--- src/rtl/md_pkg.sv ---
// Shared encodings for the multiply/divide sequencer: operation codes, FSM states, default width.
package md_pkg;

  localparam int MD_WIDTH = 32;

  typedef enum logic [2:0] {
    MD_NONE = 3'd0,
    MD_MULT = 3'd1,
    MD_DIV  = 3'd2,
    MD_MTHI = 3'd3,
    MD_MTLO = 3'd4
  } md_func_e;

  typedef enum logic [1:0] {
    ST_IDLE  = 2'd0,
    ST_CALC  = 2'd1,
    ST_FIXUP = 2'd2
  } md_state_e;

  function automatic logic is_multi_cycle(input logic [2:0] func);
    return (func == MD_MULT) || (func == MD_DIV);
  endfunction

endpackage

--- src/rtl/md_signfix.sv ---
// Conditional two's-complement negate; serves both as operand abs() and as result sign fixup.
module md_signfix #(
  parameter int W = 32
) (
  input  logic [W-1:0] val_i,
  input  logic         neg_i,
  output logic [W-1:0] res_o
);

  always_comb begin
    if (neg_i) begin
      res_o = ~val_i + {{(W-1){1'b0}}, 1'b1};
    end else begin
      res_o = val_i;
    end
  end

endmodule

--- src/rtl/md_sequencer.sv ---
// Iterative multiply / restoring divide sequencer owning HI/LO. Magnitudes are computed over
// WIDTH CALC cycles, then one FIXUP cycle restores signs and commits HI/LO.
module md_sequencer
  import md_pkg::*;
#(
  parameter int WIDTH = MD_WIDTH,
  parameter int CNT_W = $clog2(WIDTH)
) (
  input  logic             clk,
  input  logic             rst,
  input  logic             start_i,
  input  logic [2:0]       func_i,
  input  logic             sign_i,
  input  logic [WIDTH-1:0] a_i,
  input  logic [WIDTH-1:0] b_i,
  input  logic             cancel_i,
  output logic             busy_o,
  output logic             done_o,
  output logic [WIDTH-1:0] hi_o,
  output logic [WIDTH-1:0] lo_o
);

  md_state_e          state_q;
  logic [CNT_W-1:0]   cnt_q;
  logic [2*WIDTH-1:0] acc_q;
  logic [2*WIDTH-1:0] acc_d;
  logic [WIDTH-1:0]   opnd_q;
  logic               is_div_q;
  logic               neg_res_q;
  logic               neg_rem_q;
  logic               div0_q;
  logic [WIDTH-1:0]   hi_q;
  logic [WIDTH-1:0]   lo_q;
  logic               done_q;

  logic               go_s;
  logic               is_mul_s;
  logic               is_div_s;
  logic               is_mthi_s;
  logic               is_mtlo_s;
  logic [WIDTH-1:0]   abs_a_s;
  logic [WIDTH-1:0]   abs_b_s;
  logic [WIDTH:0]     mul_sum_s;
  logic [WIDTH:0]     rem_sh_s;
  logic [WIDTH:0]     diff_s;
  logic [2*WIDTH-1:0] prod_fix_s;
  logic [WIDTH-1:0]   quo_fix_s;
  logic [WIDTH-1:0]   rem_fix_s;

  always_comb begin
    is_mul_s  = 1'b0;
    is_div_s  = 1'b0;
    is_mthi_s = 1'b0;
    is_mtlo_s = 1'b0;
    case (func_i)
      MD_MULT: is_mul_s  = 1'b1;
      MD_DIV:  is_div_s  = 1'b1;
      MD_MTHI: is_mthi_s = 1'b1;
      MD_MTLO: is_mtlo_s = 1'b1;
      default: is_mul_s  = 1'b0;
    endcase
  end

  assign go_s   = start_i & ~cancel_i & (state_q == ST_IDLE);
  assign busy_o = ~rst & ((state_q != ST_IDLE) | (start_i & ~cancel_i & is_multi_cycle(func_i)));
  assign done_o = done_q;
  assign hi_o   = hi_q;
  assign lo_o   = lo_q;

  md_signfix #(.W(WIDTH)) u_abs_a (.val_i(a_i), .neg_i(sign_i & a_i[WIDTH-1]), .res_o(abs_a_s));
  md_signfix #(.W(WIDTH)) u_abs_b (.val_i(b_i), .neg_i(sign_i & b_i[WIDTH-1]), .res_o(abs_b_s));

  md_signfix #(.W(2*WIDTH)) u_fix_prod (.val_i(acc_q), .neg_i(neg_res_q), .res_o(prod_fix_s));
  md_signfix #(.W(WIDTH)) u_fix_quo (.val_i(acc_q[WIDTH-1:0]), .neg_i(neg_res_q), .res_o(quo_fix_s));
  md_signfix #(.W(WIDTH)) u_fix_rem (.val_i(acc_q[2*WIDTH-1:WIDTH]), .neg_i(neg_rem_q),
                                     .res_o(rem_fix_s));

  // acc_q holds {partial, multiplier} for mult and {remainder, dividend/quotient} for div.
  always_comb begin
    mul_sum_s = {1'b0, acc_q[2*WIDTH-1:WIDTH]} + {1'b0, (acc_q[0] ? opnd_q : {WIDTH{1'b0}})};
    rem_sh_s  = {acc_q[2*WIDTH-1:WIDTH], acc_q[WIDTH-1]};
    diff_s    = rem_sh_s - {1'b0, opnd_q};
    if (!is_div_q) begin
      acc_d = {mul_sum_s, acc_q[WIDTH-1:1]};
    end else if (!diff_s[WIDTH]) begin
      acc_d = {diff_s[WIDTH-1:0], acc_q[WIDTH-2:0], 1'b1};
    end else begin
      acc_d = {rem_sh_s[WIDTH-1:0], acc_q[WIDTH-2:0], 1'b0};
    end
  end

  // Sequencer FSM, iteration counter, datapath registers and HI/LO commit.
  always_ff @(posedge clk or posedge rst) begin
    if (rst) begin
      state_q   <= ST_IDLE;
      cnt_q     <= {CNT_W{1'b0}};
      acc_q     <= {(2*WIDTH){1'b0}};
      opnd_q    <= {WIDTH{1'b0}};
      is_div_q  <= 1'b0;
      neg_res_q <= 1'b0;
      neg_rem_q <= 1'b0;
      div0_q    <= 1'b0;
      hi_q      <= {WIDTH{1'b0}};
      lo_q      <= {WIDTH{1'b0}};
      done_q    <= 1'b0;
    end else begin
      done_q <= 1'b0;
      case (state_q)
        ST_IDLE: begin
          if (go_s && (is_mul_s || is_div_s)) begin
            acc_q     <= {{WIDTH{1'b0}}, (is_div_s ? abs_a_s : abs_b_s)};
            opnd_q    <= is_div_s ? abs_b_s : abs_a_s;
            is_div_q  <= is_div_s;
            neg_res_q <= sign_i & (a_i[WIDTH-1] ^ b_i[WIDTH-1]);
            neg_rem_q <= sign_i & a_i[WIDTH-1];
            div0_q    <= is_div_s & (b_i == {WIDTH{1'b0}});
            cnt_q     <= CNT_W'(WIDTH - 1);
            state_q   <= ST_CALC;
          end else if (go_s && is_mthi_s) begin
            hi_q <= a_i;
          end else if (go_s && is_mtlo_s) begin
            lo_q <= a_i;
          end else begin
            state_q <= ST_IDLE;
          end
        end
        ST_CALC: begin
          acc_q <= acc_d;
          cnt_q <= cnt_q - {{(CNT_W-1){1'b0}}, 1'b1};
          if (cnt_q == {CNT_W{1'b0}}) begin
            state_q <= ST_FIXUP;
          end else begin
            state_q <= ST_CALC;
          end
        end
        ST_FIXUP: begin
          // Divide-by-zero keeps the natural remainder (the dividend) but forces an all-ones quotient.
          if (is_div_q) begin
            hi_q <= rem_fix_s;
            lo_q <= div0_q ? {WIDTH{1'b1}} : quo_fix_s;
          end else begin
            hi_q <= prod_fix_s[2*WIDTH-1:WIDTH];
            lo_q <= prod_fix_s[WIDTH-1:0];
          end
          done_q  <= 1'b1;
          state_q <= ST_IDLE;
        end
        default: begin
          state_q <= ST_IDLE;
        end
      endcase
    end
  end

endmodule

--- config.mk ---
export PLATFORM = sky130hd
export DESIGN_NAME = md_sequencer
export DESIGN_NICKNAME = d
export VERILOG_FILES = /design/src/rtl/md_pkg.sv /design/src/rtl/md_signfix.sv /design/src/rtl/md_sequencer.sv
export SDC_FILE = /design/constraint.sdc
export NUM_CORES = 1
export LEC_CHECK = 0
export BUFFER_PORTS_ARGS = -buffer_cell sky130_fd_sc_hd__clkbuf_2
export CAP_MARGIN = 15
export CELL_PAD_IN_SITES_DETAIL_PLACEMENT = 1
export CELL_PAD_IN_SITES_GLOBAL_PLACEMENT = 1
export CORE_UTILIZATION = 45
export CTS_BUF_LIST = sky130_fd_sc_hd__clkbuf_8
export DETAILED_ROUTE_END_ITERATION = 7
export GPL_TIMING_DRIVEN = 0
export PLACE_DENSITY = 0.9
export SYNTH_ARGS = -nofsm -noshare
export SYNTH_HDL_FRONTEND = slang
export SYNTH_SLANG_ARGS = --single-unit
--- constraint.sdc ---
create_clock -name clk -period 11.25 [get_ports clk]
set_input_delay 2.8125 -clock clk [delete_from_list [all_inputs] [get_ports clk]]
set_output_delay 2.8125 -clock clk [all_outputs]
set_load 0.01 [all_outputs]
## Word level (Yosys, flattened, before mapping)

Cells that the tools add are included.

- Add/sub/neg operators: 8
- Eq/ne operators: 13
- Muxes and demuxes: 34
- Bitwise gates (word level): 17
- Reduce and logical (&&, ||, !) cells: 16

Operators with widths:

| operator | count |
|---|---|
| $mux 32 | 15 |
| $mux 64 | 4 |
| $add 32x1->32 const B | 4 |
| $not 32->32 | 4 |
| $pmux 32 s2 | 2 |
| $pmux 64 s2 | 1 |
| $add 64x1->64 const B | 1 |
| $not 64->64 | 1 |
| $add 32x32->33 | 1 |
| $sub 33x32->33 | 1 |
| $logic_not 32->1 | 1 |
| $pmux 5 s2 | 1 |
| $and 1x1->1 | 8 |
| $mux 2 | 4 |
| $eq 3x2->1 const B | 2 |
| $ne 2x1->1 const B | 3 |
| $ne 3x3->1 const B | 2 |
| $reduce_and 2->1 | 3 |
| $reduce_bool 2->1 | 3 |
| $logic_not 5->1 | 1 |
| $mux 1 | 5 |
| $mux 5 | 1 |
| $sub 5x1->5 const B | 1 |
| $ne 2x2->1 const B | 2 |
| other kinds (13) | 17 |

- Register bits after elaboration: 172
- Bits of input ports: 72
- Output and inout bits: 66
- Word-level logic and storage cells: 99

## Logic depth before layout (Yosys ltp)

- Word-level depth: 8
- Depth in mapped cells: 15

## By module

From an unflattened synthesis, not the netlist that was laid out.

- Cells, all modules: 2,031
- Area total of the unflattened synthesis: 17,349.1 µm²

Modules (own cells, without submodules):

| module | instances | cells an instance | area an instance (µm²) | seq. area each (µm²) |
|---|---|---|---|---|
| md_sequencer | 1 | 1,429 | 12,592.1 | 4,304.1 |
| md_signfix at u_abs_a ... | 4 | 99 | 777.0 | 0.0 |
| md_signfix at u_fix_prod | 1 | 206 | 1,649.1 | 0.0 |

## Least setup slack after synthesis

Ideal clock, no wire load.

- Path kind: in2out
- Start point: input cancel_i
- End point: output busy_o
- Data arrival time: 3,512 ps
- Setup slack: 4,925 ps
- Stages: 3
- Path buffers: 0
- Cells stage by stage: nand2b_1 -> or3_1 -> a21oi_1

- Cells in the longest elaborated chain, start to end: 5

RTL lines:

| element | line | text |
|---|---|---|
| from (decl) | md_sequencer.sv:16 | `input logic cancel_i,` |
| $not 1->1 | md_sequencer.sv:65 | `assign busy_o = ~rst & ((state_q != ST_IDLE) \| (start_i & ~cancel_i & is_multi_cycle(func_i)));` |
| $and 1x1->1 (2 in a row) | md_sequencer.sv:65 |  |
| $or 1x1->1 | md_sequencer.sv:65 |  |
| $and 1x1->1 | md_sequencer.sv:65 |  |
| to (decl) | md_sequencer.sv:17 | `output logic busy_o,` |

No other way between the ends.

## Worst setup path in the final report

- Start point: input func_i[1]
- End point: output busy_o

- Cells in the longest elaborated chain, start to end: 5

RTL lines:

| element | line | text |
|---|---|---|
| from (decl) | md_sequencer.sv:12 | `input logic [2:0] func_i,` |
| $eq 3x1->1 / $eq 3x2->1 (equally long branches) | md_pkg.sv:21 | `return (func == MD_MULT) \|\| (func == MD_DIV);` |
| $logic_or 1x1->1 (*) | md_pkg.sv:21 |  |
| $and 1x1->1 (*) | md_sequencer.sv:65 |  |
| $or 1x1->1 (*) | md_sequencer.sv:65 |  |
| $and 1x1->1 (*) | md_sequencer.sv:65 |  |

Mark *: on every way between the ends. The rest lies on a longest branch, timed or not.

==> metrics.cfg <==
[yosys]
main_combinational_cell_family_by_area_after_synthesis=compound AO/OA/AOI/OAI gates
synth.area.mux_share_pct=3.75
yosys.area_share.xor_xnor_pct=9.95
synth_async_sr_flop_share_pct=100
netlist-cell-type-count=74
postSynth.topFlopCell=sky130_fd_sc_hd__dfrtp_1
synth_seq_cells=172
dominant_cells_by_area_after_synthesis=sky130_fd_sc_hd__dfrtp_1 (29%), sky130_fd_sc_hd__xnor2_1 (6.8%), sky130_fd_sc_hd__o21ai_0 (6.1%)
yosys_warnings=0
synth-edff-count=0
post-synth-top-area-cell=sky130_fd_sc_hd__dfrtp_1
synthesized_netlist_net_count=2014
synth.yosys.seq_area_share_pct=29.3
synthAdderAreaFrac_pct=6.15
synthTopCellsByCount=sky130_fd_sc_hd__o21ai_0 (178), sky130_fd_sc_hd__dfrtp_1 (172), sky130_fd_sc_hd__nor2_1 (168), sky130_fd_sc_hd__nand2_1 (163), sky130_fd_sc_hd__a21oi_1 (147)
share_of_the_synthesized_area_in_compound_gates_ao_oa_aoi_oai_pct=27.7
synth_most_common_cell=sky130_fd_sc_hd__o21ai_0
synth_largest_type_area_fraction_pct=29.3
post_syn_area_per_cell_sq_um=7.86
synthSimpleGateAreaFrac_pct=18.0
syn_area_sq_um=14700
synth_cells=1871

[clock_network]
tritoncts=done
cts.sink_count=172
clock-root-buffer=sky130_fd_sc_hd__clkbuf_8
insertion_delay_ps=520
htree_num_levels=4
path_clk_slew_ps=100
post_cts.resized_instances=0
cts_buffer_depth=2
post_cts_buffers=0
cts_hold_buf=0
cts_buffers=17

[detailed_routing]
antenna_left=0
via_per_inst=6.52
wirelength_um=62300
drt-pass1-iter-count=7
wl_per_cell_um=25.2
count_of_vias_placed_by_the_detailed_router=16100
drt-initial-drc-count=1775
drc=0

[sta]
fmax_mhz=147
finalHoldViolCount=0
grt_setup_unrepaired=false
report.final.slew_viol_count=0
report.final.setup_viol=0
setup-tns-final_ps=0
period_needed_ps=6800
tightestPinTransition_ps=1150
period_share_pct=60.5
worst_clock_skew_ps=39.2
max_slew_margin_pct=22.7

[worst_setup_path]
timing.setup.critical_path_class=in2out
worst_setup_path_start_kind=input port
cp_max_fo=5
worst-r2r-setup-slack_ps=6300
worstRegToRegCells=14
worst-endpoint-required_ps=8440
r2r-end=acc_q[59]
setup.worst_path.end_class=output pin
reg2reg_from=acc_q[0]
worstPathArrival_ps=3990

[layout]
layoutNonFillerInstCount=2475
final_nets=2169
drive_gt1_share_pct=9.66
area_growth_syn_to_layout_pct=11.2
finalInstanceArea_sq_um=16300
fill_cells=4022

[power_and_ir_drop]
ir_drop_uv=143
power.static_leakage_nw=6.72
finalPower_w=0.00575
power_per_cell_area_nw_per_um2=352

[placed_design]
dpl.cell_count=2442
gp_routability_congestion=0.991
hpwlAfterDp_um=49400
placed_area_sq_um=16000
port-buffer-count=134

[global_route]
grt_antenna_before_repair=0
first_global_vias=15800
grt_pass1_wl_um=95100
global_route.usage.total_pct=37.4
grt_overflow_total=0
grt_start_max_net_pins=119

[floorplanning]
dieArea_sq_um=33400
die_width_um=183
num_io_pins=138
die_y_extent_um=183
rows=65
design.core.area_sq_um=31900
starting_utilization_of_the_core_area_pct=46.1

[worst_hold_path]
origin_of_the_worst_min_delay_path=cnt_q[4]
worst_hold_path_type=reg2reg
min_delay_path_depth=1
worstHoldEndpoint=state_q[1]

[outcome]
status=finished, final reports clean

[run]
max_cap_viol_count=0

cell families after synthesis:
kind of cell,count (synthesis)
AO/OA/AOI/OAI,656
XOR/XNOR,167
adder cells (fa/ha/maj),71
buffers and inverters,195
flip-flops,172
multiplexers,55
AND/OR/NAND/NOR,555
per-layer routing:
layer,GRT usage (%),routed length (um)
met1,50.5,26600
met2,58.4,27500
met3,6.90,5510
met4,15.6,2750
met5,0,0
flip-flops by register name (all words and copies together), names as in the netlist:
register	count
acc_q	64
cnt_q	5
div0_q	1
done_o	1
hi_o	32
is_div_q	1
lo_o	32
neg_rem_q	1
neg_res_q	1
opnd_q	32
state_q	2
worst max-delay path, cell delays in order:
cell and delay (ps):
sky130_fd_sc_hd__clkbuf_2 160, sky130_fd_sc_hd__xnor2_1 150, sky130_fd_sc_hd__or3_1 470, sky130_fd_sc_hd__a21oi_1 230, sky130_fd_sc_hd__clkbuf_2 170
cell usage in the layout, fill, tap and decap left out, drive strengths merged, types with 23 or more instances in the layout:
master  Yosys  layout
nand2     163     163
nand3      24      24
o21ai     204     204
xnor2     114     114
a31oi      23      23
xor2       53      53
a211oi     73      73
a21oi     150     150
nor2      168     168
o211ai     39      39
nor3       49      49
clkbuf    115     267
and3       23      23
mux2i      55      55
ha         69      69
inv        68      76
dfrtp     172     172
o22ai      38      38
a21o       27      27
report_power, final:
part           leakage, nW  switching, W  internal [W]
logic                 4.50       0.00246       0.00152
registers             2.03      0.000388      0.000908
clock network        0.198      0.000298      0.000172
worst max path at each step:
| stage | cells after the start | slack (ps) | to | from |
|---|---|---|---|---|
| floorplan | 1 | 3780 | acc_q[0] | rst |
| global placement | 2 | 1700 | lo_o[18] | rst |
| detailed placement | 5 | 4490 | busy_o | func_i[1] |
| CTS | 5 | 4490 | busy_o | func_i[1] |
| global route | 5 | 4410 | busy_o | func_i[1] |
| finish | 5 | 4450 | busy_o | func_i[1] |
area by class of cell:
class | count | area, sq um | share of cell area [%]
Antenna cell | 1 | 2.50 | 0.0153
Buffer | 127 | 498 | 3.05
Clock buffer | 18 | 248 | 1.52
Clock inverter | 14 | 144 | 0.880
Inverter | 68 | 263 | 1.61
Multi-Input combinational cell | 1504 | 9640 | 59.0
Sequential cell | 172 | 4300 | 26.3
Tap cell | 435 | 544 | 3.33
Timing Repair Buffer | 136 | 706 | 4.32
per-stage QoR:
| stage | setup WS, ps | hold slack (ps) | util (%) |
|---|---|---|---|
| floorplan | 3780 | 439 | - |
| global placement | 1700 | 451 | 49.9 |
| detailed placement | 4490 | 465 | 50.0 |
| CTS | 4490 | 477 | 51.3 |
| global route | 4410 | 520 | 51.3 |
| finish | 4450 | 484 | 51.3 |
Note: power is estimated with default switching activity, not from simulation.
